File: config.mk
export PLATFORM = sky130hd
export DESIGN_NAME = imem_loader_flat
export DESIGN_NICKNAME = d
export VERILOG_FILES = /design/src/rtl/imem_loader_pkg.sv /design/src/rtl/imem_loader_if.sv /design/src/rtl/imem_loader_byte_packer.sv /design/src/rtl/imem_loader.sv /design/src/flat_wrapper.sv
export SDC_FILE = /design/constraint.sdc
export NUM_CORES = 1
export LEC_CHECK = 0
export CAP_MARGIN = 20
export CORE_MARGIN = 2
export CORE_UTILIZATION = 49
export DETAILED_ROUTE_END_ITERATION = 7
export PLACE_DENSITY = 0.76
export SYNTH_ARGS = -nofsm -noshare
export SYNTH_HDL_FRONTEND = slang
export SYNTH_SLANG_ARGS = --single-unit
export TNS_END_PERCENT = 50
File: constraint.sdc
create_clock -name clk_i -period 2.3 [get_ports clk_i]
set_clock_uncertainty 0.05 [all_clocks]
set_input_delay 0.46 -clock clk_i [delete_from_list [all_inputs] [get_ports clk_i]]
set_output_delay 0.46 -clock clk_i [all_outputs]
set_load 0.02 [all_outputs]
File: src/rtl/imem_loader_pkg.sv
// -----------------------------------------------------------------------------
// imem_loader_pkg
//   Shared types and constants for the instruction-memory loader.
//   - loader_state_e : loader FSM states (also driven out for debug)
//   - WORD_BYTES     : bytes per imem word
//   - LEN_W          : width of the frame's word-count field
//   - word_addr()    : byte address of word <idx> relative to a base address
// -----------------------------------------------------------------------------
package imem_loader_pkg;

  typedef enum logic [2:0] {
    IDLE   = 3'd0,
    LEN_LO = 3'd1,
    LEN_HI = 3'd2,
    DATA   = 3'd3,
    WRITE  = 3'd4,
    CSUM   = 3'd5,
    DONE   = 3'd6,
    ERROR  = 3'd7
  } loader_state_e;

  localparam int WORD_BYTES = 4;
  localparam int LEN_W      = 16;

  // Word index -> byte address. The index is at most 16 bits wide, so
  // {idx, 2'b00} never overflows the 32-bit address.
  function automatic logic [31:0] word_addr(input logic [31:0]      base,
                                            input logic [LEN_W-1:0] idx);
    return base + {14'd0, idx, 2'b00};
  endfunction

endpackage

File: src/rtl/imem_loader_if.sv
// -----------------------------------------------------------------------------
// imem_loader_if
//   Bundles the loader's control, byte-stream and imem write-port signals.
//   Signal names keep the loader's point of view (_i = into the loader).
//
//   Stream handshake: a byte moves on a rising clock edge where both
//   rx_valid_i and rx_ready_o are high. The source holds rx_data_i stable
//   while rx_valid_i is high and no transfer has happened; the loader may
//   raise or drop rx_ready_o independently of rx_valid_i.
//
//   modport master : host side (drives start / stream, observes status)
//   modport slave  : loader side
//   state_o        : loader FSM state, for debug and checkers
// -----------------------------------------------------------------------------
interface imem_loader_if;
  import imem_loader_pkg::*;

  logic          start_i;
  logic [7:0]    rx_data_i;
  logic          rx_valid_i;
  logic          rx_ready_o;
  logic          imem_we_o;
  logic [31:0]   imem_waddr_o;
  logic [31:0]   imem_wdata_o;
  logic          cpu_hold_o;
  logic          done_o;
  logic          error_o;
  loader_state_e state_o;

  modport master (
    output start_i, rx_data_i, rx_valid_i,
    input  rx_ready_o, imem_we_o, imem_waddr_o, imem_wdata_o,
           cpu_hold_o, done_o, error_o, state_o
  );

  modport slave (
    input  start_i, rx_data_i, rx_valid_i,
    output rx_ready_o, imem_we_o, imem_waddr_o, imem_wdata_o,
           cpu_hold_o, done_o, error_o, state_o
  );

endinterface

File: src/rtl/imem_loader_byte_packer.sv
// -----------------------------------------------------------------------------
// imem_loader_byte_packer
//   Assembles bytes little-endian into a 32-bit word: byte k of a word lands
//   in bits [8k+7:8k].
//   Ports:
//     i_clk, i_rst : clock, synchronous active-high reset
//     i_clr        : restart assembly at byte 0
//     i_push       : accept i_byte this cycle
//     i_byte       : incoming byte
//     o_word       : word as it stands after the current push (includes i_byte
//                    when i_push is high), so a completed word is usable in the
//                    same cycle as its last byte
//     o_full       : this push delivers the last byte of a word
// -----------------------------------------------------------------------------
module imem_loader_byte_packer
  import imem_loader_pkg::*;
(
  input  logic        i_clk,
  input  logic        i_rst,
  input  logic        i_clr,
  input  logic        i_push,
  input  logic [7:0]  i_byte,
  output logic [31:0] o_word,
  output logic        o_full
);

  logic [1:0]  r_idx;
  logic [31:0] r_word;
  logic [31:0] w_word;

  always_comb begin
    w_word = r_word;
    if (i_push) begin
      case (r_idx)
        2'd0:    w_word[7:0]   = i_byte;
        2'd1:    w_word[15:8]  = i_byte;
        2'd2:    w_word[23:16] = i_byte;
        default: w_word[31:24] = i_byte;
      endcase
    end
  end

  always_ff @(posedge i_clk) begin
    if (i_rst || i_clr) begin
      r_idx  <= 2'd0;
      r_word <= 32'd0;
    end else if (i_push) begin
      r_word <= w_word;
      r_idx  <= r_idx + 2'd1;  // wraps to 0 after the last byte of a word
    end
  end

  assign o_word = w_word;
  assign o_full = i_push && (r_idx == 2'(WORD_BYTES - 1));

endmodule

File: src/rtl/imem_loader.sv
// -----------------------------------------------------------------------------
// imem_loader
//   Receives a load frame over a byte stream and writes it into the
//   instruction memory word by word, holding the CPU in reset meanwhile.
//   Frame: LEN_LO, LEN_HI (16-bit word count N), then 4*N data bytes,
//   little-endian per word. Optional trailing checksum byte.
//
//   Parameters:
//     DEPTH_WORDS : imem depth in words; frames with N > DEPTH_WORDS are rejected
//     BASE_ADDR   : byte address of the first word written (word aligned)
//   Ports:
//     clk_i, rst_i : clock, synchronous active-high reset
//     bus (slave)  : start_i, rx_data_i/rx_valid_i/rx_ready_o stream,
//                    imem_we_o/imem_waddr_o/imem_wdata_o write port,
//                    cpu_hold_o, done_o, error_o status, state_o debug
//
//   Configuration macro IMEM_LOADER_CHECKSUM_EN: when defined, one extra byte
//   follows the data and must equal the 8-bit wrapping sum of all data bytes;
//   a mismatch ends in ERROR (words are already written by then).
// -----------------------------------------------------------------------------
module imem_loader
  import imem_loader_pkg::*;
#(
  parameter int          DEPTH_WORDS = 2048,
  parameter logic [31:0] BASE_ADDR   = 32'h0000_0000
) (
  input  logic          clk_i,
  input  logic          rst_i,
  imem_loader_if.slave  bus
);

  localparam logic [31:0] DEPTH_L = 32'(DEPTH_WORDS);

  loader_state_e    r_state;
  logic [7:0]       r_len_lo;
  logic [LEN_W-1:0] r_len;
  logic [LEN_W-1:0] r_word_idx;
  logic             r_rx_ready;
  logic             r_we;
  logic [31:0]      r_waddr;
  logic [31:0]      r_wdata;
  logic             r_hold;
  logic             r_done;
  logic             r_error;
`ifdef IMEM_LOADER_CHECKSUM_EN
  logic [7:0]       r_csum;
`endif

  logic             w_xfer;
  logic             w_start;
  logic             w_push;
  logic [31:0]      w_word;
  logic             w_full;
  logic [LEN_W-1:0] w_len_n;
  logic [LEN_W-1:0] w_idx_next;

  assign w_xfer     = bus.rx_valid_i && r_rx_ready;
  // start_i only counts in the resting states; mid-load it is ignored.
  assign w_start    = bus.start_i &&
                      ((r_state == IDLE) || (r_state == DONE) || (r_state == ERROR));
  assign w_push     = w_xfer && (r_state == DATA);
  assign w_len_n    = {bus.rx_data_i, r_len_lo};
  assign w_idx_next = r_word_idx + 16'd1;

  imem_loader_byte_packer u_packer (
    .i_clk  (clk_i),
    .i_rst  (rst_i),
    .i_clr  (w_start),
    .i_push (w_push),
    .i_byte (bus.rx_data_i),
    .o_word (w_word),
    .o_full (w_full)
  );

  // All outputs are registered and updated together with the state, so each
  // output reflects the state being entered.
  always_ff @(posedge clk_i) begin
    if (rst_i) begin
      r_state    <= IDLE;
      r_len_lo   <= 8'd0;
      r_len      <= '0;
      r_word_idx <= '0;
      r_rx_ready <= 1'b0;
      r_we       <= 1'b0;
      r_waddr    <= 32'd0;
      r_wdata    <= 32'd0;
      r_hold     <= 1'b0;
      r_done     <= 1'b0;
      r_error    <= 1'b0;
`ifdef IMEM_LOADER_CHECKSUM_EN
      r_csum     <= 8'd0;
`endif
    end else begin
      r_we <= 1'b0;  // write strobe lasts exactly one cycle
      case (r_state)
        IDLE, DONE, ERROR: begin
          if (w_start) begin
            r_state    <= LEN_LO;
            r_rx_ready <= 1'b1;
            r_hold     <= 1'b1;
            r_done     <= 1'b0;
            r_error    <= 1'b0;
            r_word_idx <= '0;
`ifdef IMEM_LOADER_CHECKSUM_EN
            r_csum     <= 8'd0;
`endif
          end
        end

        LEN_LO: begin
          if (w_xfer) begin
            r_len_lo <= bus.rx_data_i;
            r_state  <= LEN_HI;
          end
        end

        LEN_HI: begin
          if (w_xfer) begin
            r_len <= w_len_n;
            if (w_len_n == '0) begin
              r_state    <= DONE;
              r_rx_ready <= 1'b0;
              r_hold     <= 1'b0;
              r_done     <= 1'b1;
            end else if (32'(w_len_n) > DEPTH_L) begin
              r_state    <= ERROR;
              r_rx_ready <= 1'b0;
              r_hold     <= 1'b0;
              r_error    <= 1'b1;
            end else begin
              r_state <= DATA;
            end
          end
        end

        DATA: begin
          if (w_xfer) begin
`ifdef IMEM_LOADER_CHECKSUM_EN
            r_csum <= r_csum + bus.rx_data_i;
`endif
            // Last byte of the word: launch the write in the very next cycle.
            if (w_full) begin
              r_state    <= WRITE;
              r_rx_ready <= 1'b0;
              r_we       <= 1'b1;
              r_waddr    <= word_addr(BASE_ADDR, r_word_idx);
              r_wdata    <= w_word;
            end
          end
        end

        WRITE: begin
          r_word_idx <= w_idx_next;
          r_rx_ready <= 1'b1;
          if (w_idx_next == r_len) begin
`ifdef IMEM_LOADER_CHECKSUM_EN
            r_state    <= CSUM;
`else
            r_state    <= DONE;
            r_rx_ready <= 1'b0;
            r_hold     <= 1'b0;
            r_done     <= 1'b1;
`endif
          end else begin
            r_state <= DATA;
          end
        end

`ifdef IMEM_LOADER_CHECKSUM_EN
        CSUM: begin
          if (w_xfer) begin
            r_rx_ready <= 1'b0;
            r_hold     <= 1'b0;
            if (bus.rx_data_i == r_csum) begin
              r_state <= DONE;
              r_done  <= 1'b1;
            end else begin
              r_state <= ERROR;
              r_error <= 1'b1;
            end
          end
        end
`endif

        default: begin
          r_state    <= IDLE;
          r_rx_ready <= 1'b0;
          r_hold     <= 1'b0;
        end
      endcase
    end
  end

  assign bus.rx_ready_o   = r_rx_ready;
  assign bus.imem_we_o    = r_we;
  assign bus.imem_waddr_o = r_waddr;
  assign bus.imem_wdata_o = r_wdata;
  assign bus.cpu_hold_o   = r_hold;
  assign bus.done_o       = r_done;
  assign bus.error_o      = r_error;
  assign bus.state_o      = r_state;

endmodule

File: src/flat_wrapper.sv
// flat-port wrapper written by rule: the top's interface ports become plain ports
module imem_loader_flat import imem_loader_pkg::*;
#(
  parameter int          DEPTH_WORDS = 2048,
  parameter logic [31:0] BASE_ADDR   = 32'h0000_0000
)
  (clk_i, rst_i, bus_start_i, bus_rx_data_i, bus_rx_valid_i, bus_rx_ready_o, bus_imem_we_o, bus_imem_waddr_o, bus_imem_wdata_o, bus_cpu_hold_o, bus_done_o, bus_error_o, bus_state_o);
  imem_loader_if bus_i ();
  input  logic clk_i;
  input  logic rst_i;
  input wire logic [$bits(bus_i.start_i)-1:0] bus_start_i;
  input wire logic [$bits(bus_i.rx_data_i)-1:0] bus_rx_data_i;
  input wire logic [$bits(bus_i.rx_valid_i)-1:0] bus_rx_valid_i;
  output wire logic [$bits(bus_i.rx_ready_o)-1:0] bus_rx_ready_o;
  output wire logic [$bits(bus_i.imem_we_o)-1:0] bus_imem_we_o;
  output wire logic [$bits(bus_i.imem_waddr_o)-1:0] bus_imem_waddr_o;
  output wire logic [$bits(bus_i.imem_wdata_o)-1:0] bus_imem_wdata_o;
  output wire logic [$bits(bus_i.cpu_hold_o)-1:0] bus_cpu_hold_o;
  output wire logic [$bits(bus_i.done_o)-1:0] bus_done_o;
  output wire logic [$bits(bus_i.error_o)-1:0] bus_error_o;
  output wire logic [$bits(bus_i.state_o)-1:0] bus_state_o;
  assign bus_i.start_i = bus_start_i;
  assign bus_i.rx_data_i = bus_rx_data_i;
  assign bus_i.rx_valid_i = bus_rx_valid_i;
  assign bus_rx_ready_o = bus_i.rx_ready_o;
  assign bus_imem_we_o = bus_i.imem_we_o;
  assign bus_imem_waddr_o = bus_i.imem_waddr_o;
  assign bus_imem_wdata_o = bus_i.imem_wdata_o;
  assign bus_cpu_hold_o = bus_i.cpu_hold_o;
  assign bus_done_o = bus_i.done_o;
  assign bus_error_o = bus_i.error_o;
  assign bus_state_o = bus_i.state_o;
  imem_loader #(.DEPTH_WORDS(DEPTH_WORDS), .BASE_ADDR(BASE_ADDR)) u_core (.clk_i(clk_i), .rst_i(rst_i), .bus(bus_i));
endmodule
==> results of run 1 <==
[registers in the layout, indices dropped and copies added, names as in the netlist, 2 cells and up]
| signal | flops |
|---|---|
| u_core.r_len | 16 |
| u_core.r_len_lo | 8 |
| u_core.u_packer.r_word | 32 |
| u_core.bus.imem_wdata_o | 32 |
| u_core.u_packer.r_idx | 2 |
| u_core.bus.imem_waddr_o | 16 |
| u_core.bus.state_o | 3 |
| u_core.r_word_idx | 16 |
[timing repair]
action | CTS | global route
resized for setup | 0 | 13
hold buffers | 0 | 0
endpoints found under the setup margin | 0 | 5
[stage by stage]
step | instances | hold WS [ps]
2_1_floorplan | 668 | 394
3_3_place_gp | 869 | 392
3_5_place_dp | 869 | 397
4_1_cts | 901 | 356
5_1_grt | 901 | 368
6_report | 901 | 364
[cell usage in the layout, fill, tap and decap left out, types with 3 or more instances in the layout]
master | netlist | routed
conb_1 | 1 | 16
buf_4 | 17 | 49
xnor2_1 | 14 | 14
clkinv_4 | 0 | 3
inv_6 | 0 | 7
nand2_1 | 87 | 87
mux2i_1 | 44 | 43
o31ai_1 | 4 | 4
a31oi_1 | 3 | 3
nor3_1 | 6 | 6
buf_12 | 0 | 3
nand4_1 | 3 | 3
nor2_1 | 113 | 112
ha_1 | 6 | 5
a311oi_1 | 4 | 4
nor4_1 | 7 | 5
a22oi_1 | 3 | 3
inv_1 | 5 | 5
dfxtp_1 | 130 | 127
o21ai_0 | 19 | 19
nor3b_1 | 3 | 3
nor2b_1 | 4 | 4
clkbuf_16 | 0 | 17
a211oi_1 | 35 | 35
dfxtp_2 | 0 | 3
clkdlybuf4s50_1 | 0 | 66
nand3_1 | 7 | 7
xor2_1 | 7 | 7
nand2b_1 | 7 | 7
a21oi_1 | 54 | 54
or3_1 | 3 | 3
[report_power, final]
part           internal (mW)  switching, mW
clock network           1.66           1.07
registers               2.27         0.0206
logic                 0.0975          0.168
[routing by layer]
metal  up-vias  global-route usage, %  part of all wire (%)
met5         -                      0                     0
met3        24                   5.60                   5.4
met2       148                   39.5                    49
li1       2406                      -                     -
met4         0                   9.50                   2.0
met1      2241                   27.0                    43
[how the worst min path moves through the flow]
stage / endpoint / cells past startpoint
final: u_core.bus.state_o[1] / 2
after detailed placement: u_core.bus.imem_waddr_o[10] / 2
after global placement: u_core.bus.imem_waddr_o[16] / 2
after global routing: u_core.bus.state_o[1] / 2
after floorplan: u_core.r_len[5] / 2
after CTS: u_core.bus.state_o[1] / 2
[area by class of cell]
class	instances	area, um^2	share of cell area [%]
tap	140	175	2.41
clock buffer	18	439	6.05
timing repair buffer	119	1090	15.1
inverter	5	18.8	0.258
sequential	130	2610	35.9
multi-input combinational	475	2760	38.0
clock inverter	14	166	2.29
[logic make-up after synthesis]
group                      count (synthesis)  synth area share, %
and+or+nand+nor                          254                 19.9
AOI/OAI and AO/OA                        134                 15.0
DFF                                      130                 46.9
buffers and inverters                     63                 5.56
muxes                                     44                 7.93
xor gates and xnor gates                  21                 3.31
adders and majority gates                  6                 1.35
other                                      1               0.0675
[synthesized netlist by cell type (2+ instances only)]
cell / count / area, um^2
nand3_1: 7 / 35.0
nand4_1: 3 / 18.8
nor2b_1: 4 / 25.0
nand3_2: 2 / 20.0
o21ai_0: 19 / 95.1
nand2b_1: 7 / 43.8
a211oi_1: 35 / 263
buf_4: 17 / 128
a31oi_1: 3 / 18.8
or3_1: 3 / 18.8
xor2_1: 7 / 61.3
and2_1: 3 / 18.8
nand2_1: 87 / 327
nor3b_1: 3 / 22.5
a311oi_1: 4 / 35.0
dfxtp_1: 130 / 2600
buf_2: 6 / 30.0
mux2i_1: 44 / 440
nor3_1: 6 / 30.0
nor2_1: 113 / 424
o2111ai_1: 2 / 17.5
or2_2: 2 / 12.5
a22oi_1: 3 / 22.5
o31ai_1: 4 / 30.0
ha_1: 6 / 75.1
clkbuf_1: 34 / 128
xnor2_1: 14 / 123
a21oi_1: 54 / 270
inv_1: 5 / 18.8
nor4_1: 7 / 43.8
==> impl_metrics.ini, run 1 <==
[critical_path]
crit_path_start_kind = register
rr_endpoint = u_core.bus.done_o
crit_cells = 1
r2r-start = u_core.r_word_idx[0]
path_buf_inv = 1
cp_cell_sequence = clkdlybuf4s50_1
crit_end = bus_state_o[1]
critPathRequiredTime_ps = 1790
crit_start = u_core.bus.state_o[1]
cp_slowest_cell = clkdlybuf4s50_1
worst_ep_arrival_time_ps = 1720
crit_family = buffers and inverters
path_class = reg2out
rrSetupSlack_ps = 120
cp_max_fo = 17
slowest_delay_ps = 700
crit_path_end_kind = output port
worstRegToRegCells = 9

[grt]
grt_pass1_wl_um = 22900
antenna_found_initial = 0
grt_start_max_net_pins = 68
first_global_vias = 4715
grt-ovfl-total = 0
grt.total_usage_pct = 22.8

[timing]
setup-tns-final_ps = 0
layout_setup_ws_ps = 66.4
min_period_ps = 2230
hold_viol = 0
finalSetupViolCount = 0
fmax_ghz = 0.448
fin_crit_sh_pct = 97.1
maxSlewViolCount = 0

[route]
routed_wl_um = 13900
routed_via_density = 5.35
wl_per_cell_um = 15.5
dr.first_iter.drc_count = 268
drtAntennaViolNets = 0
dr.pass1.iters = 5
drc = 0
num_vias = 4819

[min_path]
min_from = rst_i
hold_path_class = in2reg

[power]
p_per_area_mw_per_mm2 = 727
leakage_nw = 2.86
power.total_mw = 5.28
ir_drop_mv = 0.570

[final_layout]
final_nets = 766
fillers = 894
finish.instance_area_mm2 = 0.00726
utilization_pct = 66.4
synthToLayoutAreaGrowth_pct = 30.7
diodes = 0
drive_gt1_share_pct = 13.5

[floorplan]
die_w_um = 110
die-area_mm2 = 0.0122
initial_core_util_pct = 50.8
core_area_mm2 = 0.0109
die_h_um = 110
boundaryPins = 84
rows = 38

[place]
port_buffers = 67
placed_area_mm2 = 0.00659
dp_slack_ps = -14.9
hpwl_um = 9250
gp_congestion = 0.967

[logic_synthesis]
synth_enable_flop_cells = 0
synth_ff_type = dfxtp_1
synth_cells = 653
ys_types = 49
ys_ff_latch = 130
syn-cell-area_mm2 = 0.00555
synth_async_sr_flop_share_pct = 0
syn_area_per_cell_um2 = 8.51
seq_area_frac_synth_pct = 46.9
synth_warnings = 0

[status]
status = finished clean

[clock_network]
cts.sink_count = 130
cts_tree = done
clock_latency_ps = 420
cts_root_buf = clkbuf_16
cts_buffers = 17
post-cts-setup-buffers = 0
cts-htree-levels = 4
cts.clk_slew.worst_paths_ps = 60
cts.path.max_buffers = 2

[flow_run]
maxCapViolCount = 0
Note: power is estimated with default switching activity, not from simulation.
==> inputs of run 2 (changes only) <==
- SKIP_LAST_GASP: unset -> 1
==> results of run 2 <==
The final DEF is identical to that of run 1; final timing and power are the same.
==> inputs of run 3 (changes only) <==
- CAP_MARGIN: 20 -> 10
- CORE_UTILIZATION: 49 -> 54
- PLACE_DENSITY: 0.76 -> 0.8
- TNS_END_PERCENT: 50 -> 1
- clock period: 2.3 -> 2.1 ns (I/O delays scaled with it)
==> impl_metrics.ini, run 3 (same netlist as run 1, synthesis figures left out) <==
[status]
status = finished, violations left
violations = negative setup slack

[final_layout]
final_nets = 787
utilization_pct = 73.3
layout_commonest_cell = dfxtp_1
final_cell_mix = dfxtp_1, nor2_1, nand2_1, buf_4, clkdlybuf4s50_1
synthToLayoutAreaGrowth_pct = 33.7
drive_gt1_share_pct = 16.4
diodes = 0

[critical_path]
crit_start = u_core.r_word_idx[2]
crit_end = u_core.bus.state_o[2]
crit_path_end_kind = register
crit_path_start_kind = register
worstRegToRegCells = 7
cp_max_fo = 5
cp_slowest_cell = dfxtp_2
rrSetupSlack_ps = -70
slowest_delay_ps = 390
path_class = reg2reg
cp_cell_sequence = nand4_1 > or2_4 > or3_4 > xnor2_2 > nand4_1 > or3_1 > a21oi_1
r2r-start = u_core.r_word_idx[2]
crit_top_cell = nand4_1
rr_endpoint = u_core.bus.state_o[2]
critPathRequiredTime_ps = 2500
worst_ep_arrival_time_ps = 2570

[timing]
min_period_ps = 2170
fmax_ghz = 0.460
relSlewSlack_pct = 52.5
finalSetupViolCount = 4
maxSlewViolCount = 0
hold_viol = 0
layout_setup_ws_ps = -73.5
rsz0062_at_grt = true
worst_slew_pin_slew_ps = 710
fin_crit_sh_pct = 104

[grt]
first_global_vias = 4895
use_met1_pct = 32.0
grt.met3_usage_pct = 6.43
grt_start_max_net_pins = 56
grt_pass1_wl_um = 23600
grt-ovfl-total = 0
grt.total_usage_pct = 26.8
met2_usage_pct = 45.9
antenna_found_initial = 0
busiest_layer = met2

[power]
ir_drop_mv = 0.729
leakage_nw = 2.99
power.total_mw = 5.64
p_per_area_mw_per_mm2 = 759

[route]
routed_via_density = 5.56
drtAntennaViolNets = 0
dr.first_iter.drc_count = 286
routed_wl_um = 14500
num_vias = 5095
dr.pass1.iters = 5
drc = 0
wl_per_cell_um = 15.8

[clock_network]
cts.path.max_buffers = 2
cts_tree = done
cts_buffers = 17
cts.clk_slew.worst_paths_ps = 60
hold_buffers = 0
post-cts-setup-buffers = 0
clock_latency_ps = 520
cts.sink_count = 130
cts-htree-levels = 4
cts_root_buf = clkbuf_8

[place]
dp_slack_ps = -165
port_buffers = 67
gp_congestion = 0.901
hpwl_um = 10000

[floorplan]
boundaryPins = 84
die_h_um = 105
initial_core_util_pct = 54.8
die-area_mm2 = 0.0111
die_w_um = 105
rows = 37
core_area_mm2 = 0.0101

[min_path]
hold_path_class = in2reg

[flow_run]
maxCapViolCount = 0
[run 3: worst min-delay path by stage]
stage                                from                    endpoint  slack, ps  cells after the start
2_1_floorplan          u_core.r_len_lo[5]             u_core.r_len[5]        390                      2
3_3_place_gp   u_core.bus.imem_waddr_o[2]  u_core.bus.imem_waddr_o[2]        390                      2
3_5_place_dp   u_core.bus.imem_waddr_o[2]  u_core.bus.imem_waddr_o[2]        400                      2
4_1_cts                             rst_i        u_core.r_word_idx[6]        250                      2
5_1_grt                             rst_i        u_core.r_word_idx[6]        270                      2
6_report                            rst_i        u_core.r_word_idx[6]        270                      2
[run 3: per-stage QoR]
stage          TNS, ps  hold WS, ps  cells  cell area (um^2)
3_3_place_gp     -1380          391    886              6810
2_1_floorplan        0          394    668              5640
3_5_place_dp     -2910          397    886              6810
5_1_grt           -514          266    917              7430
4_1_cts           -440          252    917              7390
6_report          -199          271    917              7430
[run 3: power by group]
| group | switching, mW | internal (mW) | total (mW) |
|---|---|---|---|
| registers | 0.0191 | 2.48 | 2.50 |
| logic | 0.192 | 0.116 | 0.308 |
| clock network | 1.08 | 1.75 | 2.83 |
[run 3: cell type report]
class	count	area, um^2
multi-input combinational	475	2760
fill	715	2710
sequential	130	2610
timing repair buffer	140	1290
clock buffer	20	445
tap	136	170
clock inverter	11	130
inverter	5	18.8
[run 3: worst max-delay path, delay by kind of cell, from the launching register on]
| kind | cells | cell delay [ps] |
|---|---|---|
| AOI/OAI and AO/OA | 1 | 140 |
| and+or+nand+nor | 5 | 1330 |
| xor gates and xnor gates | 1 | 180 |
| DFF | 1 | 390 |
[run 3: timing repair]
action | in CTS | in global routing
gates resized for setup | 5 | 10
setup endpoints to repair | 8 | 8
pin swaps | 0 | 3
[run 3: routing by layer]
layer | vias to the layer above | part of all wire, %
li1 | 2448 | -
met4 | 0 | 3.3
met1 | 2440 | 42
met5 | - | 0
met3 | 41 | 5.6
met2 | 166 | 50
